[config.mk]
export PLATFORM = sky130hd
export DESIGN_NAME = cdc_fifo_push_arbiter
export DESIGN_NICKNAME = d
export VERILOG_FILES = /design/src/rtl/cdc_fifo_push_arbiter.sv
export SDC_FILE = /design/constraint.sdc
export NUM_CORES = 1
export LEC_CHECK = 0
export CAP_MARGIN = 10
export CORE_MARGIN = 1
export CORE_UTILIZATION = 33
export DETAILED_ROUTE_END_ITERATION = 10
export PLACE_DENSITY = 0.95
export SLEW_MARGIN = 25
export SYNTH_ARGS = -nofsm -noshare
export SYNTH_HDL_FRONTEND = slang
export SYNTH_SLANG_ARGS = --single-unit
[constraint.sdc]
create_clock -name clk_DA -period 3.6 [get_ports clk_DA]
set_clock_uncertainty 0.05 [all_clocks]
set_input_delay 0.72 -clock clk_DA [delete_from_list [all_inputs] [get_ports clk_DA]]
set_output_delay 0.72 -clock clk_DA [all_outputs]
set_load 0.01 [all_outputs]
[src/rtl/cdc_fifo_push_arbiter.sv]
// Round-robin push-side arbiter for a shared CDC FIFO in clock domain A.
// Grants are packet-atomic, and each pushed beat is tagged with its requester index.
module cdc_fifo_push_arbiter #(
    parameter int NumReq    = 4,
    parameter int DataWidth = 32,
    parameter int MaxBeats  = 16,
    localparam int IdWidth  = (NumReq == 1) ? 1 : $clog2(NumReq)
) (
    input  logic                           clk_DA,
    input  logic                           rst_n,
    input  logic [NumReq-1:0]              Req_Valid_DA,
    input  logic [NumReq-1:0]              Req_Last_DA,
    input  logic [NumReq*DataWidth-1:0]    Req_Data_DA,
    output logic [NumReq-1:0]              Req_Ready_DA,
    input  logic                           FifoFull_DA,
    output logic                           Push_DA,
    output logic [IdWidth+DataWidth-1:0]   DataIn_DA,
    output logic [NumReq-1:0]              Grant_DA,
    output logic                           Busy_DA,
    output logic                           Trunc_DA
);

    localparam int CntWidth = (MaxBeats == 0) ? 1 : $clog2(MaxBeats + 1);
    localparam int CapVal   = (MaxBeats == 0) ? 0 : MaxBeats - 1;
    localparam logic [CntWidth-1:0] CapCnt = CntWidth'(CapVal);

    typedef enum logic {IDLE, BUSY} state_t;

    state_t                state;
    logic [NumReq-1:0]     grant;
    logic [IdWidth-1:0]    gidx;
    logic [IdWidth-1:0]    rr_ptr;
    logic [CntWidth-1:0]   beat_cnt;
    logic                  trunc;

    logic [DataWidth-1:0]  req_data [NumReq];
    logic [IdWidth-1:0]    next_g;
    logic [IdWidth-1:0]    scan_start;
    logic [IdWidth:0]      cand;
    logic [IdWidth-1:0]    win_idx;
    logic                  win_found;
    logic [NumReq-1:0]     win_onehot;
    logic                  busy;
    logic                  accept;
    logic                  last_g;
    logic                  cap_hit;
    logic                  rel;

    for (genvar i = 0; i < NumReq; i++) begin : g_unpack
        assign req_data[i] = Req_Data_DA[i*DataWidth +: DataWidth];
    end

    // The same scanner serves IDLE arbitration (from rr_ptr) and same-edge
    // re-arbitration at release (from g+1, so the finishing owner is last).
    always_comb begin
        next_g     = (gidx == IdWidth'(NumReq - 1)) ? '0 : gidx + 1'b1;
        scan_start = (state == IDLE) ? rr_ptr : next_g;
        win_found  = 1'b0;
        win_idx    = '0;
        cand       = '0;
        for (int k = 0; k < NumReq; k++) begin
            cand = {1'b0, scan_start} + (IdWidth+1)'(k);
            if (cand >= (IdWidth+1)'(NumReq)) begin
                cand = cand - (IdWidth+1)'(NumReq);
            end
            if (!win_found && Req_Valid_DA[cand[IdWidth-1:0]]) begin
                win_found = 1'b1;
                win_idx   = cand[IdWidth-1:0];
            end
        end
        win_onehot          = '0;
        win_onehot[win_idx] = 1'b1;
    end

    assign busy    = (state == BUSY);
    assign accept  = busy && |(Req_Valid_DA & grant) && !FifoFull_DA;
    assign last_g  = |(Req_Last_DA & grant);
    assign cap_hit = (MaxBeats != 0) && (beat_cnt == CapCnt);
    assign rel     = accept && (last_g || cap_hit);

    assign Req_Ready_DA = (busy && !FifoFull_DA) ? grant : '0;
    assign Push_DA      = accept;
    assign DataIn_DA    = busy ? {gidx, req_data[gidx]} : '0;
    assign Grant_DA     = grant;
    assign Busy_DA      = busy;
    assign Trunc_DA     = trunc;

    always_ff @(posedge clk_DA or negedge rst_n) begin
        if (!rst_n) begin
            state    <= IDLE;
            grant    <= '0;
            gidx     <= '0;
            rr_ptr   <= '0;
            beat_cnt <= '0;
            trunc    <= 1'b0;
        end else begin
            case (state)
                IDLE: begin
                    if (win_found) begin
                        state    <= BUSY;
                        grant    <= win_onehot;
                        gidx     <= win_idx;
                        beat_cnt <= '0;
                    end
                end
                BUSY: begin
                    if (rel) begin
                        rr_ptr   <= next_g;
                        beat_cnt <= '0;
                        if (!last_g) begin
                            trunc <= 1'b1;
                        end
                        if (win_found) begin
                            grant <= win_onehot;
                            gidx  <= win_idx;
                        end else begin
                            state <= IDLE;
                            grant <= '0;
                        end
                    end else if (accept) begin
                        beat_cnt <= beat_cnt + 1'b1;
                    end
                end
                default: begin
                    state <= IDLE;
                    grant <= '0;
                end
            endcase
        end
    end

endmodule

* Word level (Yosys, flattened, before mapping) *
Index checks and enable logic that the tools add are counted.

cells by class
  add/sub/neg operators = 9
  magnitude comparators = 11
  eq/ne operators = 5
  mux-type cells = 43
  bitwise operators = 5
  reduce and logical (&&, ||, !) cells = 19

operator list
  kind                                                                number
  binary-select mux 32 bit (select 2 bit)                             1
  2-to-1 mux 32 bit                                                   2
  2-to-1 mux 34 bit                                                   1
  2-to-1 mux 2 bit                                                    12
  2-to-1 mux 4 bit                                                    4
  < comparator 2 x 3 -> 1 bit (second input constant)                 5
  2-to-1 mux 5 bit                                                    3
  greater-or-equal comparator 3 bit (second input constant)           4
  2-to-1 mux 1 bit                                                    11
  case mux 5 bit (2 select lines)                                     1
  bitwise AND 4 bit                                                   2
  binary-select mux 1 bit (select 2 bit)                              4
  logical AND 1 bit                                                   8
  case mux 4 bit (2 select lines)                                     1
  OR reduction 4 bit                                                  2
  subtractor 2 x 1 -> 2 bit (second input constant)                   4
  adder 2 x 2 -> 3 bit (second input constant)                        2
  AND reduction 2 bit                                                 3
  adder 5 x 1 -> 5 bit (second input constant)                        1
  == test 5 x 4 -> 1 bit (second input constant)                      1
  logical NOT 1 bit                                                   4
  case mux 2 bit (2 select lines)                                     1
  adder 2 x 1 -> 3 bit (second input constant)                        1
  greater-or-equal comparator 2 x 3 -> 1 bit (second input constant)  1
  other kinds (12)                                                    13

word-level totals
  flip-flop bits (word level) = 15
  bits of input ports = 139

* Depth between registers and ports, before layout *
Gate-level depths: netlist of run 1.

  depth in word-level cells = 24
  mapped depth = 8
  gate-level depth less buffers = 7

* Worst setup path before layout of run 1 *
OpenSTA, ideal clock, no wires.

  path type = register -> output
  start point = reg gidx[0]
  end point = out DataIn_DA[0]
  arrival time = 1541 ps
  required time = 2830 ps
  setup slack = 1289 ps
  cell stages (with the launch flop) = 5
  buffers on the path = 2
  cell sequence = dfrtp_1 -> buf_2 -> buf_2 -> mux4_2 -> and2_1

between the ends
  longest elaborated chain between the ends = 5

ends and longest elaborated chain
  what                                                  RTL line  text
  start: declaration                                    31        logic [IdWidth-1:0] gidx;
  start signal: assignment                              102       gidx <= win_idx;
  start signal: assignment                              115       gidx <= win_idx;
  NOT 2 -> 3 bit (implied by the code)                  83        assign DataIn_DA = busy ? {gidx, req_data[gidx]} : '0;
  binary-select mux 32 bit (select 2 bit)               83
  2-to-1 mux 32 bit (implied by the code) (2 in a row)  83
  2-to-1 mux 34 bit                                     83
  end: declaration                                      17        output logic [IdWidth+DataWidth-1:0] DataIn_DA,

No other way between the ends. The select of a mux whose other input is x is not followed.

* Final worst setup path of run 1 *
  start point = in Req_Valid_DA[3]
  end point = out Push_DA

between the ends
  longest elaborated chain between the ends = 4

ends and longest elaborated chain
  what                            RTL line  text
  start: declaration              11        input logic [NumReq-1:0] Req_Valid_DA,
  bitwise AND 4 bit               76        assign accept = busy && |(Req_Valid_DA & grant) && !FifoFull_DA;
  OR reduction 4 bit              76
  logical AND 1 bit (2 in a row)  76
  end: declaration                16        output logic Push_DA,

No other way between the ends.

==> results of run 1 <==
[worst register-to-register path, stage by stage (launching register included)]
cell and delay [ps]:
dfrtp_1 700, buf_4 360, mux2i_1 470, and3_4 270
o21ai_1 100, o211a_1 160, a31o_1 230
[cell families after synthesis]
kind of cell	after synthesis	share of synthesized area (%)
muxes	35	39.8
and+or+nand+nor	64	20.0
AOI/OAI and AO/OA	33	13.6
buffers and inverters	18	3.90
adders and majority gates	3	1.98
xor gates and xnor gates	2	0.925
DFF	15	19.8
[cell type report]
type,instances,area (µm²)
Clock buffer,3,41.3
Timing Repair Buffer,187,1870
Tap cell,72,90.1
Inverter,4,15.0
Multi-Input combinational cell,137,1440
Sequential cell,15,377
Clock inverter,1,5.00
Fill cell,424,1660
[cells in the mapped netlist (all sizes together)]
master	instances	area, µm²
a21boi	1	7.51
and2	38	238
nand3b	1	7.51
or3	1	6.26
mux4	32	721
dfrtp	15	375
o22ai	1	6.26
a31o	1	8.76
inv	4	15.0
clkbuf	10	38.8
a41o	1	10.0
ha	3	37.5
a22oi	2	15.0
a22o	3	26.3
a211oi	1	7.51
buf	4	20.0
o41ai	1	8.76
o21ai	10	65.1
or3b	1	11.3
o2111ai	1	8.76
a21oi	3	18.8
mux2i	1	10.0
nor4	1	6.26
o211a	1	10.0
mux2	2	22.5
o21a	1	7.51
nand2b	1	6.26
nand2	8	30.0
and2b	1	7.51
o211ai	2	20.0
nor2	6	22.5
a211o	1	8.76
nand4	2	12.5
and3	2	17.5
xor2	2	17.5
and3b	1	8.76
nand3	1	5.00
o31ai	2	20.0
a21o	1	7.51
[state kept, by name, indices dropped and copies added, names as in the netlist]
| name | flops |
|---|---|
| beat_cnt | 5 |
| Grant_DA | 4 |
| rr_ptr | 2 |
| Busy_DA | 1 |
| Trunc_DA | 1 |
| gidx | 2 |
[how the worst max path moves through the flow]
stage | from | to | depth (start not counted)
finish | Req_Valid_DA[3] | Push_DA | 5
global route | Req_Valid_DA[3] | Push_DA | 5
CTS | Req_Valid_DA[3] | Push_DA | 5
detailed placement | Req_Valid_DA[3] | Push_DA | 5
global placement | Req_Valid_DA[0] | Push_DA | 5
floorplan | gidx[0]$_DFFE_PN0P_ | DataIn_DA[0] | 4
[metrics by stage]
stage	util, %	std cells	worst slack (ps)
after floorplan	-	170	1290
after global placement	69.0	415	419
after detailed placement	69.0	415	360
after CTS	69.8	419	340
after global routing	69.8	419	240
final	69.8	419	329
[layer usage]
layer / track usage [%] / vias up
met5: 0 / -
met4: 9.62 / 0
met3: 5.29 / 26
met2: 53.5 / 119
met1: 27.8 / 1109
li1: - / 1017
[power by group through the flow]
| stage | Combinational (mW) | Clock, mW | Sequential (mW) |
|---|---|---|---|
| after floorplan | 1.01 | 0 | 0.275 |
| after global placement | 1.69 | 0 | 0.324 |
| after detailed placement | 1.75 | 0 | 0.325 |
| after CTS | 1.75 | 0.138 | 0.323 |
| after global routing | 1.86 | 0.145 | 0.336 |
| final | 1.75 | 0.137 | 0.321 |
==> out/qor.txt, run 1 <==
Run status - finished, final reports clean
Initial Utilization - 34.4%
CP startpoint kind - input port
Commonest cells after routing, fill and taps aside - clkdlybuf4s50_1, and2_1, mux4_2
Routed wire length per instance - 19.9 µm
Wire length on met1 - 2770 µm
Largest net degree at the start of global routing - 35
Worst-skew pair later-pin latency - 250 ps
Final period utilization - 90.9%
DRC viols - 0
WS Path Type - in -> out
Required time of the critical path - 2830 ps
Total inserted antenna cells - 0
Slew Viols, Final - 0
Tightest Hold Check Type - reg -> reg
Dpl cell area - 3800 µm²
First-iteration detailed-routing DRC count - 71
Setup repair bufs after CTS - 0
Initial antenna violation count - 0
First-pass GRT wire length - 12400 µm
Reg-to-Reg Start - Busy_DA$_DFF_PN0_
Worst reg-to-reg setup slack - 1140 ps
Hold Violations, Final - 0
Grt ovf - 0
VDD IR max - 0.000275 V
Setup TNS - 0 ps
Reg power frac - 14.6%
Final total power - 2.20 mW
Chip height - 77.7 µm
Slowest stage delay, CP - 560 ps
# resized after CTS - 0
Synth Instances - 170
Port bufs - 183
H-tree depth - 1
CP Buf/Inv Count - 3
Syn_nets - 312
Final setup violation count - 0
Internal Power - 1.39 mW
Synthesized flop and latch total - 15
# hold bufs at CTS - 0
WHS - 416 ps
FMAX - 306 MHz
Design area - 3850 µm²
Nets - 490
Clock sinks - 15
Area Growth Syn to Fin - 103%
Fraction of layout cells with a size suffix above 1 - 14.4%
Die W - 77.7 µm
CP Data Arrival Time - 2500 ps
ANT nets after route - 0
Core area - 5510 µm²
Leakage - 1.44 nW
Unrepaired setup endpoints after global routing - no
Max FO, Critical Path - 8
Clock share of power - 6.2%
Final Wtd Congestion - 0.847
Beginning of the worst hold path - Trunc_DA$_DFFE_PN0P_
Mean Syn Cell Area - 11.1 µm²
Psw - 816 µW
Routed vias/inst - 5.42
Crit-path cells - clkdlybuf4s50_1, a22o_1, o21ai_4, inv_1, clkdlybuf4s50_1
Post-synthesis cell type count - 47
Cell mode on critical path - clkdlybuf4s50_1
Detailed Routing Iterations Pass 1 - 4
Worst-margin pin slew - 653 ps
Via count - 2271
R2R cell count - 6
Slowest-stage cell, CP - clkdlybuf4s50_1
Top sig layer - met4
Register area share after synthesis - 19.8%
Hold depth - 1
CP endpoint kind - output port
Commonest non-fill, non-tap cell in the layout - clkdlybuf4s50_1
DP Wirelength - 6990 µm
Sw Ratio - 37.0%
Ports - 184
Max-cap violation count - 0
Power Density - 573 nW/µm²
Worst-path clk slew - 60 ps
FP Rows - 27
YS warnings - 0
Delay-heaviest family, CP - buffers and inverters
Final wirelength - 8330 µm
Met3 wire len - 581 µm
CTS Buf Count - 3
Metal2 WL - 4730 µm
Clk buf depth - 2
Comb pwr share - 79.2%
Relative slew slack - 56.3%
Root Driver - clkbuf_8
CTS tree - yes
Reg2reg end - Grant_DA[1]$_DFFE_PN0P_
Vias in the first global route - 2398
Total Routing Usage GR - 27.1%
Die ar. - 6040 µm²
WHS Endpoint - Trunc_DA$_DFFE_PN0P_
Min Tclk post-route - 3270 ps
Synthesized area - 1890 µm²
Note: power is estimated with default switching activity, not from simulation.
==> run 2, diff against run 1 <==
--- a/config.mk
+++ b/config.mk
@@ -8,9 +8,10 @@
 export CAP_MARGIN = 10
 export CORE_MARGIN = 1
 export CORE_UTILIZATION = 33
+export CTS_CLUSTER_SIZE = 12
 export DETAILED_ROUTE_END_ITERATION = 10
 export PLACE_DENSITY = 0.95
-export SLEW_MARGIN = 25
+export SLEW_MARGIN = 20
 export SYNTH_ARGS = -nofsm -noshare
 export SYNTH_HDL_FRONTEND = slang
 export SYNTH_SLANG_ARGS = --single-unit
==> results of run 2 <==
Final layout, timing and power as in run 1 (identical DEF).
